`config.mk`:
```
export PLATFORM = sky130hd
export DESIGN_NAME = edit_mem_rsp
export DESIGN_NICKNAME = d
export VERILOG_FILES = /design/src/rtl/edit_mem_rsp.sv
export SDC_FILE = /design/constraint.sdc
export NUM_CORES = 1
export LEC_CHECK = 0
export ABC_AREA = 1
export CORE_AREA = 2 2 221 223
export DETAILED_ROUTE_END_ITERATION = 8
export DIE_AREA = 0 0 223 225
export MAX_ROUTING_LAYER = met4
export PLACE_DENSITY = 0.54
export SYNTH_ARGS = -nofsm -noshare
export SYNTH_HDL_FRONTEND = slang
export SYNTH_SLANG_ARGS = --single-unit
```
`constraint.sdc`:
```
create_clock -name clk -period 9.9 [get_ports clk]
set_input_delay 1.485 -clock clk [delete_from_list [all_inputs] [get_ports clk]]
set_output_delay 1.485 -clock clk [all_outputs]
set_load 0.02 [all_outputs]
```
`src/rtl/edit_mem_rsp.sv`:
```
// Edit-memory read responder: queues chunk read requests, arbitrates the SRAM
// against PD writes (writes win), and returns acks in request order.
`ifndef PORT_ID_NBITS
`define PORT_ID_NBITS 4
`endif
`ifndef DATA_PATH_NBITS
`define DATA_PATH_NBITS 128
`endif
`ifndef ENQ_ED_CMD_PD_BP_NBITS
`define ENQ_ED_CMD_PD_BP_NBITS 8
`endif
`ifndef PD_CHUNK_DEPTH_NBITS
`define PD_CHUNK_DEPTH_NBITS 6
`endif
`ifndef DATA_PATH_VB_NBITS
`define DATA_PATH_VB_NBITS 4
`endif

module edit_mem_rsp #(
    parameter int ID_NBITS       = `PORT_ID_NBITS,
    parameter int DATA_NBITS     = `DATA_PATH_NBITS,
    parameter int ADDR_NBITS     = `ENQ_ED_CMD_PD_BP_NBITS + `PD_CHUNK_DEPTH_NBITS - `DATA_PATH_VB_NBITS,
    parameter int RQ_DEPTH_NBITS = 3
) (
    input  logic                    clk,
    input  logic                    rst,
    input  logic                    edit_mem_req,
    input  logic [ADDR_NBITS-1:0]   edit_mem_raddr,
    input  logic [ID_NBITS-1:0]     edit_mem_port_id,
    input  logic                    edit_mem_eop,
    input  logic                    pd_wr,
    input  logic [ADDR_NBITS-1:0]   pd_waddr,
    input  logic [DATA_NBITS-1:0]   pd_wdata,
    output logic                    mem_cs,
    output logic                    mem_we,
    output logic [ADDR_NBITS-1:0]   mem_addr,
    output logic [DATA_NBITS-1:0]   mem_wdata,
    input  logic [DATA_NBITS-1:0]   mem_rdata,
    output logic                    edit_mem_ack,
    output logic [DATA_NBITS-1:0]   edit_mem_rdata,
    output logic                    pd_free_valid,
    output logic [ID_NBITS-1:0]     pd_free_port_id,
    output logic [RQ_DEPTH_NBITS:0] rq_count,
    output logic                    err_overflow
);

    localparam int unsigned RQ_DEPTH = 1 << RQ_DEPTH_NBITS;

    typedef struct packed {
        logic [ADDR_NBITS-1:0] addr;
        logic [ID_NBITS-1:0]   id;
        logic                  eop;
    } rq_t;

    rq_t                     rq_mem [RQ_DEPTH];
    rq_t                     head;
    logic [RQ_DEPTH_NBITS-1:0] wr_ptr;
    logic [RQ_DEPTH_NBITS-1:0] rd_ptr;
    logic                    rq_empty;
    logic                    rq_full;
    logic                    push;
    logic                    pop;
    logic                    s1_valid;
    logic                    s1_eop;
    logic [ID_NBITS-1:0]     s1_id;

    // Full is the MSB of the occupancy count (count == depth).
    always_comb begin
        head      = rq_mem[rd_ptr];
        rq_empty  = (rq_count == '0);
        rq_full   = rq_count[RQ_DEPTH_NBITS];
        pop       = !rst && !pd_wr && !rq_empty;
        push      = !rst && edit_mem_req && (!rq_full || pop);
        mem_cs    = !rst && (pd_wr || !rq_empty);
        mem_we    = !rst && pd_wr;
        mem_addr  = pd_wr ? pd_waddr : head.addr;
        mem_wdata = pd_wdata;
    end

    always_ff @(posedge clk) begin
        if (push) begin
            rq_mem[wr_ptr] <= '{addr: edit_mem_raddr, id: edit_mem_port_id, eop: edit_mem_eop};
        end
    end

    always_ff @(posedge clk) begin
        if (rst) begin
            wr_ptr        <= '0;
            rd_ptr        <= '0;
            rq_count      <= '0;
            s1_valid      <= 1'b0;
            edit_mem_ack  <= 1'b0;
            pd_free_valid <= 1'b0;
            err_overflow  <= 1'b0;
        end else begin
            if (push) wr_ptr <= wr_ptr + 1'b1;
            if (pop)  rd_ptr <= rd_ptr + 1'b1;
            case ({push, pop})
                2'b10:   rq_count <= rq_count + 1'b1;
                2'b01:   rq_count <= rq_count - 1'b1;
                default: rq_count <= rq_count;
            endcase
            s1_valid      <= pop;
            edit_mem_ack  <= s1_valid;
            pd_free_valid <= s1_valid && s1_eop;
            err_overflow  <= err_overflow || (edit_mem_req && rq_full && !pop);
        end
    end

    // Sideband rides with the pop; SRAM data lands one cycle later alongside it.
    always_ff @(posedge clk) begin
        if (pop) begin
            s1_id  <= head.id;
            s1_eop <= head.eop;
        end
        if (s1_valid) begin
            edit_mem_rdata  <= mem_rdata;
            pd_free_port_id <= s1_id;
        end
    end

endmodule

```
==> results of run 1 <==
registers in the layout, indices dropped and copies added (netlist names), named ones only:
| register | count |
|---|---|
| pd_free_port_id | 4 |
| err_overflow | 1 |
| s1_eop | 1 |
| wr_ptr | 3 |
| pd_free_valid | 1 |
| s1_id | 4 |
| edit_mem_ack | 1 |
| rq_mem | 120 |
| edit_mem_rdata | 128 |
| s1_valid | 1 |
| rq_count | 4 |
| rd_ptr | 3 |
through the flow:
stage	util	area, sq um	setup slack (ns)
after floorplan	-	10650	6.202
after global placement	0.2834	13480	5.013
after detailed placement	0.2834	13480	5.026
after CTS	0.3042	14460	5.026
after global routing	0.3042	14460	4.878
final	0.3042	14460	5.088
layer usage:
metal / vias up / global-route usage / part of all wire / wire length (um)
met5: - / - / 0 / 0
met4: 0 / 0.02814 / 0.015 / 512
met3: 32 / 0.09166 / 0.16 / 5367
met2: 444 / 0.1747 / 0.41 / 13580
met1: 3082 / 0.1522 / 0.41 / 13610
li1: 2899 / - / - / -
power by group:
group / internal, mW / switching [mW] / total, mW
clock: 0.649 / 0.467 / 1.12
sequential: 1.38 / 0.0510 / 1.43
combinational: 0.240 / 0.330 / 0.570
total: 2.27 / 0.848 / 3.12
area by class of cell:
class	count	area, sq um	area share
flip-flops and latches	274	8063	0.5575
repair buffers	313	3118	0.2156
multi-input cells	286	1416	0.09794
clock buffers	34	787.0	0.05442
well taps	615	769.5	0.05321
clock inverters	23	198.9	0.01376
inverters	29	108.9	0.007527
worst register-to-register path: cells and delay by family (launching register included):
family	cells	cell delay (ns)
AND/OR/NAND/NOR	5	1.38
flip-flops	1	0.46
AO/OA/AOI/OAI	1	0.26
cell families (layout without fill, tap and decap cells):
| family | Yosys count | after routing | share of synthesized area |
|---|---|---|---|
| compound gates | 110 | 110 | 0.05758 |
| xor+xnor | 4 | 4 | 0.003291 |
| fa+ha+maj | 5 | 5 | 0.005875 |
| buf+inv | 182 | 399 | 0.1112 |
| flops | 274 | 274 | 0.7568 |
| simple gates | 167 | 167 | 0.06534 |
cell usage in the layout (no fill, tap or decap), types with 2 or more instances in the layout:
cell type and instances:
a21oi_1 13, buf_4 6, bufinv_16 3, clkbuf_1 3
clkbuf_16 31, clkdlybuf4s50_1 307, clkinv_1 8, clkinv_2 6
clkinvlp_4 3, dfxtp_1 15, edfxtp_1 257, ha_1 5
inv_1 27, inv_2 2, inv_6 2, nand2_1 57
nand2_4 2, nand3_1 17, nor2_1 78, nor2_2 8
o211ai_1 20, o21ai_0 67, o22ai_1 10, xnor2_1 2
xor2_1 2
how the worst min path moves through the flow:
stage | from | to | slack [ns] | depth (start not counted)
after detailed placement | s1_id[2]$_DFFE_PP_ | pd_free_port_id[2]$_DFFE_PP_ | 0.42 | 0
after global routing | s1_id[0]$_DFFE_PP_ | pd_free_port_id[0]$_DFFE_PP_ | 0.45 | 0
final | s1_id[2]$_DFFE_PP_ | pd_free_port_id[2]$_DFFE_PP_ | 0.44 | 0
after global placement | s1_id[1]$_DFFE_PP_ | pd_free_port_id[1]$_DFFE_PP_ | 0.42 | 0
after CTS | s1_id[2]$_DFFE_PP_ | pd_free_port_id[2]$_DFFE_PP_ | 0.44 | 0
after floorplan | s1_id[0]$_DFFE_PP_ | pd_free_port_id[0]$_DFFE_PP_ | 0.40 | 0
==> impl_metrics.py, run 1 <==
metrics = {
    "critical_path": {
        "cp_max_fo": 13,
        "required_ns": 8.42,
        "r2r-end": "rq_mem[3][5]$_DFFE_PP_",
        "cp-start-kind": "input port",
        "cp_cell_sequence": "clkdlybuf4s50_1 > buf_4 > nor2_1 > nor2_1 > clkdlybuf4s50_1",
        "crit_family": "buffers and inverters",
        "worstPathBufferInverterCount": 3,
        "cp.arrival_ns": 3.33,
        "endpoint": "mem_cs",
        "timing.rr.start": "rq_count[3]$_SDFFE_PP0P_",
        "crit_type": "in -> out",
        "cp_num_cells": 5,
        "slowest_delay_ns": 0.71,
        "cp_slowest_cell": "clkdlybuf4s50_1",
        "cp-end-kind": "output pin",
        "reg2regPathDepth": 6,
        "cp-startpoint": "pd_wr",
        "r2r_slack_ns": 7.40,
    },
    "detailed_routing": {
        "drc": 0,
        "vias_per_cell": 4.102,
        "ant_nets": 0,
        "vias": 6457,
        "drtIter0Drc": 472,
        "drt-pass1-iter-count": 4,
        "wl_per_cell_um": 21.01,
        "wirelength_mm": 33.07,
    },
    "synth": {
        "ys_seq_elements": 274,
        "synth_area_sq_um": 10650,
        "synth.distinct_cells": 25,
        "yosysTopAreaCell": "edfxtp_1",
        "syn_nets": 1032,
        "netlist.area_leader.share": 0.7248,
        "synth.area.top_cells": "edfxtp_1, buf_4, dfxtp_1",
        "ys_warn_count": 0,
        "avgSynthCellArea_sq_um": 14.35,
        "synth-edff-count": 257,
        "ys_seq_area_frac": 0.7568,
        "async_flop_share": 0,
        "synth_cells": 742,
        "yosysMostFrequentCell": "edfxtp_1",
        "synthFlopType": "edfxtp_1",
        "synthTopCellsByCount": "edfxtp_1, buf_4, nor2_1",
    },
    "power": {
        "total_power_mw": 3.118,
        "power_density_nw_per_um2": 215.6,
        "leakage_nw": 4.883,
        "ir_worst_vdd_mv": 0.1359,
    },
    "sta": {
        "min_period_over_period": 0.4861,
        "tns_ns": 0,
        "fin_crit_ns": 4.812,
        "slew_headroom": 0.2424,
        "worstMarginPinSlew_ns": 1.135,
        "hold_viol": 0,
        "rsz0062_at_grt": "false",
        "hold_slack_ns": 0.4387,
        "max_freq_mhz": 207.8,
        "setup_violations": 0,
        "skew_ns": 0.008237,
        "drv_slew": 0,
    },
    "die": {
        "die-area_sq_um": 50180,
        "core_sq_um": 47550,
        "die_w_um": 223,
        "ios": 564,
        "num_rows": 80,
        "initial_utilization": 0.2239,
        "die_y_um": 225,
    },
    "global_routing": {
        "antenna_found_initial": 0,
        "grt_start_max_net_pins": 76,
        "grt_first_pass_wirelength_mm": 45.40,
        "grtUsageTotal": 0.1284,
        "overflow": 0,
        "grt_pass1_vias": 6255,
    },
    "cts": {
        "ctsResizeCount": 0,
        "cts_tree": "yes",
        "clock_sinks": 274,
        "path_clk_slew_ns": 0.05,
        "cts_max_path_buffers": 3,
        "h-tree-depth": 1,
        "cts_setup_buffers": 0,
        "ctsRootBufferMaster": "clkbuf_16",
        "numCtsBuffers": 31,
        "postCtsHoldBufs": 0,
        "clk_latency_ns": 0.57,
    },
    "place": {
        "dp.cells": 1517,
        "hpwl_mm": 23.42,
        "place_congestion": 0.7356,
        "port-buffer-count": 307,
    },
    "layout": {
        "drive_above_1_share": 0.07299,
        "diodes": 0,
        "nets": 1225,
        "syn_to_final_growth_pct": 35.82,
        "fin_cells": 1574,
        "fillers": 4731,
    },
    "worst_hold_path": {
        "hold_path.class": "reg -> reg",
    },
    "flow_run": {
        "maxCapViolCount": 0,
    },
    "outcome": {
        "outcome": "finished clean",
    },
}
Power figures use the tool's default switching activity.
==> inputs of run 2 (changes only) <==
--- a/config.mk
+++ b/config.mk
@@ -10,7 +10,7 @@
 export DETAILED_ROUTE_END_ITERATION = 8
 export DIE_AREA = 0 0 223 225
 export MAX_ROUTING_LAYER = met4
-export PLACE_DENSITY = 0.54
+export PLACE_DENSITY = 0.55
 export SYNTH_ARGS = -nofsm -noshare
 export SYNTH_HDL_FRONTEND = slang
 export SYNTH_SLANG_ARGS = --single-unit
==> constraint.sdc (replaced) <==
create_clock -name clk -period 4.1 [get_ports clk]
set_input_delay 0.615 -clock clk [delete_from_list [all_inputs] [get_ports clk]]
set_output_delay 0.615 -clock clk [all_outputs]
set_load 0.02 [all_outputs]
==> impl_metrics.py, run 2 (synthesized netlist as in run 1, its figures left out) <==
metrics = {
    "sta": {
        "min_period_over_period": 0.8226,
        "drv_slew": 0,
        "worstMarginPinSlew_ns": 0.8847,
        "max_freq_mhz": 296.5,
        "setup_violations": 0,
        "fin_ws_ns": 0.7275,
        "skew_ns": 0.01705,
        "slew_headroom": 0.4094,
        "tns_ns": 0,
        "rsz0062_at_grt": "false",
        "fin_crit_ns": 3.373,
        "hold_viol": 0,
    },
    "die": {
        "initial_utilization": 0.2239,
        "die_w_um": 223,
        "die-area_sq_um": 50180,
        "core_sq_um": 47550,
        "ios": 564,
        "num_rows": 80,
        "die_y_um": 225,
    },
    "cts": {
        "ctsResizeCount": 0,
        "numCtsBuffers": 34,
        "clock_sinks": 274,
        "clk_latency_ns": 0.53,
        "ctsRootBufferMaster": "clkbuf_16",
        "cts_tree": "yes",
        "path_clk_slew_ns": 0.06,
        "h-tree-depth": 2,
        "cts_setup_buffers": 0,
        "cts_max_path_buffers": 3,
        "postCtsHoldBufs": 0,
    },
    "critical_path": {
        "cp-end-kind": "output pin",
        "timing.rr.start": "rq_count[3]$_SDFFE_PP0P_",
        "cp_max_fo": 52,
        "r2r_slack_ns": 1.96,
        "r2r-end": "rq_count[2]$_SDFFE_PP0P_",
        "cp.arrival_ns": 2.76,
        "reg2regPathDepth": 13,
        "crit_type": "reg -> out",
        "cp-start-kind": "register",
        "required_ns": 3.48,
    },
    "power": {
        "leakage_nw": 4.992,
        "total_power_mw": 7.793,
        "combinationalPowerShare": 0.177,
        "intPower_mw": 5.675,
        "seq_power_share": 0.444,
        "power_density_nw_per_um2": 532.2,
        "swShare": 0.2718,
        "power_frac_clock": 0.379,
        "ir_worst_vdd_mv": 0.2504,
        "power.switching_mw": 2.118,
    },
    "detailed_routing": {
        "drt-pass1-iter-count": 4,
        "drtIter0Drc": 467,
        "dr_wl_met2_mm": 14.10,
        "drc": 0,
        "wl_per_cell_um": 20.97,
        "vias": 6564,
        "met3WireLength_mm": 5.893,
        "ant_nets": 0,
        "top_layer": "met4",
        "vias_per_cell": 4.134,
        "wirelength_mm": 33.31,
        "drt-met1-wl_mm": 12.76,
    },
    "worst_hold_path": {
        "holdPathEnd": "pd_free_port_id[3]$_DFFE_PP_",
        "hold_path.class": "reg -> reg",
        "whs_path_depth": 0,
        "hold_start": "s1_id[3]$_DFFE_PP_",
    },
    "layout": {
        "layout_commonest_cell": "clkdlybuf4s50_1",
        "top_regs": "edit_mem_rdata (128), rq_mem (120)",
        "drive_above_1_share": 0.08445,
        "largest_reg_flops": 128,
        "nets": 1237,
        "syn_to_final_growth_pct": 37.53,
        "fin_area_sq_um": 14640,
        "utilization": 0.3080,
        "top_register": "edit_mem_rdata",
        "layout_common_cells": "clkdlybuf4s50_1, edfxtp_1, nor2_1",
    },
    "global_routing": {
        "grt_pass1_vias": 6503,
        "antenna_found_initial": 3,
        "grt_first_pass_wirelength_mm": 46.35,
        "grtUsageTotal": 0.1328,
        "grt_start_max_net_pins": 69,
        "overflow": 0,
    },
    "flow_run": {
        "maxCapViolCount": 0,
    },
    "place": {
        "place_congestion": 0.7471,
        "port-buffer-count": 307,
        "dpl_cell_area_sq_um": 13530,
        "hpwl_mm": 23.91,
        "place_ws_ns": 0.8968,
    },
    "outcome": {
        "outcome": "finished clean",
    },
}
run 2: power by group through the flow:
stage	registers [mW]	clock network, mW	logic [mW]
floorplan	3.74	0	0.654
global placement	3.52	0	1.40
detailed placement	3.53	0	1.40
CTS	3.47	3.07	1.41
global route	3.49	3.16	1.51
finish	3.46	2.95	1.38
run 2: per-layer routing:
metal  global-route usage  vias up
met3               0.1065       39
met4              0.03377        0
met2               0.1850      491
met5                    -        -
li1                     -     2919
met1               0.1445     3115
run 2: worst max-delay path by stage:
| stage | startpoint | end | slack [ns] | cells past startpoint |
|---|---|---|---|---|
| after floorplan | s1_valid$_SDFF_PP0_ | edit_mem_rdata[0]$_DFFE_PP_ | 0.40 | 0 |
| after global placement | pd_wr | mem_addr[7] | 0.93 | 5 |
| after detailed placement | pd_wr | mem_addr[7] | 0.90 | 5 |
| after CTS | register | mem_addr[7] | 0.66 | 6 |
| after global routing | register | mem_addr[5] | 0.51 | 8 |
| final | register | mem_addr[1] | 0.73 | 6 |
run 2: worst max-delay path, cell delays in order (launching register included):
cell and delay (ns):
dfxtp_2 0.33, inv_2 0.63, o21ai_0 0.15, o211ai_1 0.30, nand3_1 0.12, nand2_1 0.08, clkdlybuf4s50_1 0.60
run 2: per-stage QoR:
step / hold WS [ns] / cells
after floorplan: 0.4003 / 742
final: 0.4389 / 1588
after global routing: 0.4450 / 1588
after detailed placement: 0.4293 / 1526
after global placement: 0.4185 / 1526
after CTS: 0.4442 / 1586
run 2: final cells by class:
type                    count  area [sq um]
fillers                  4740         32900
repair buffers            322          3186
multi-input cells         286          1406
flip-flops and latches    274          8063
clock buffers              40         883.3
diodes                      2         5.005
clock inverters            20         222.7
inverters                  29         108.9
well taps                 615         769.5
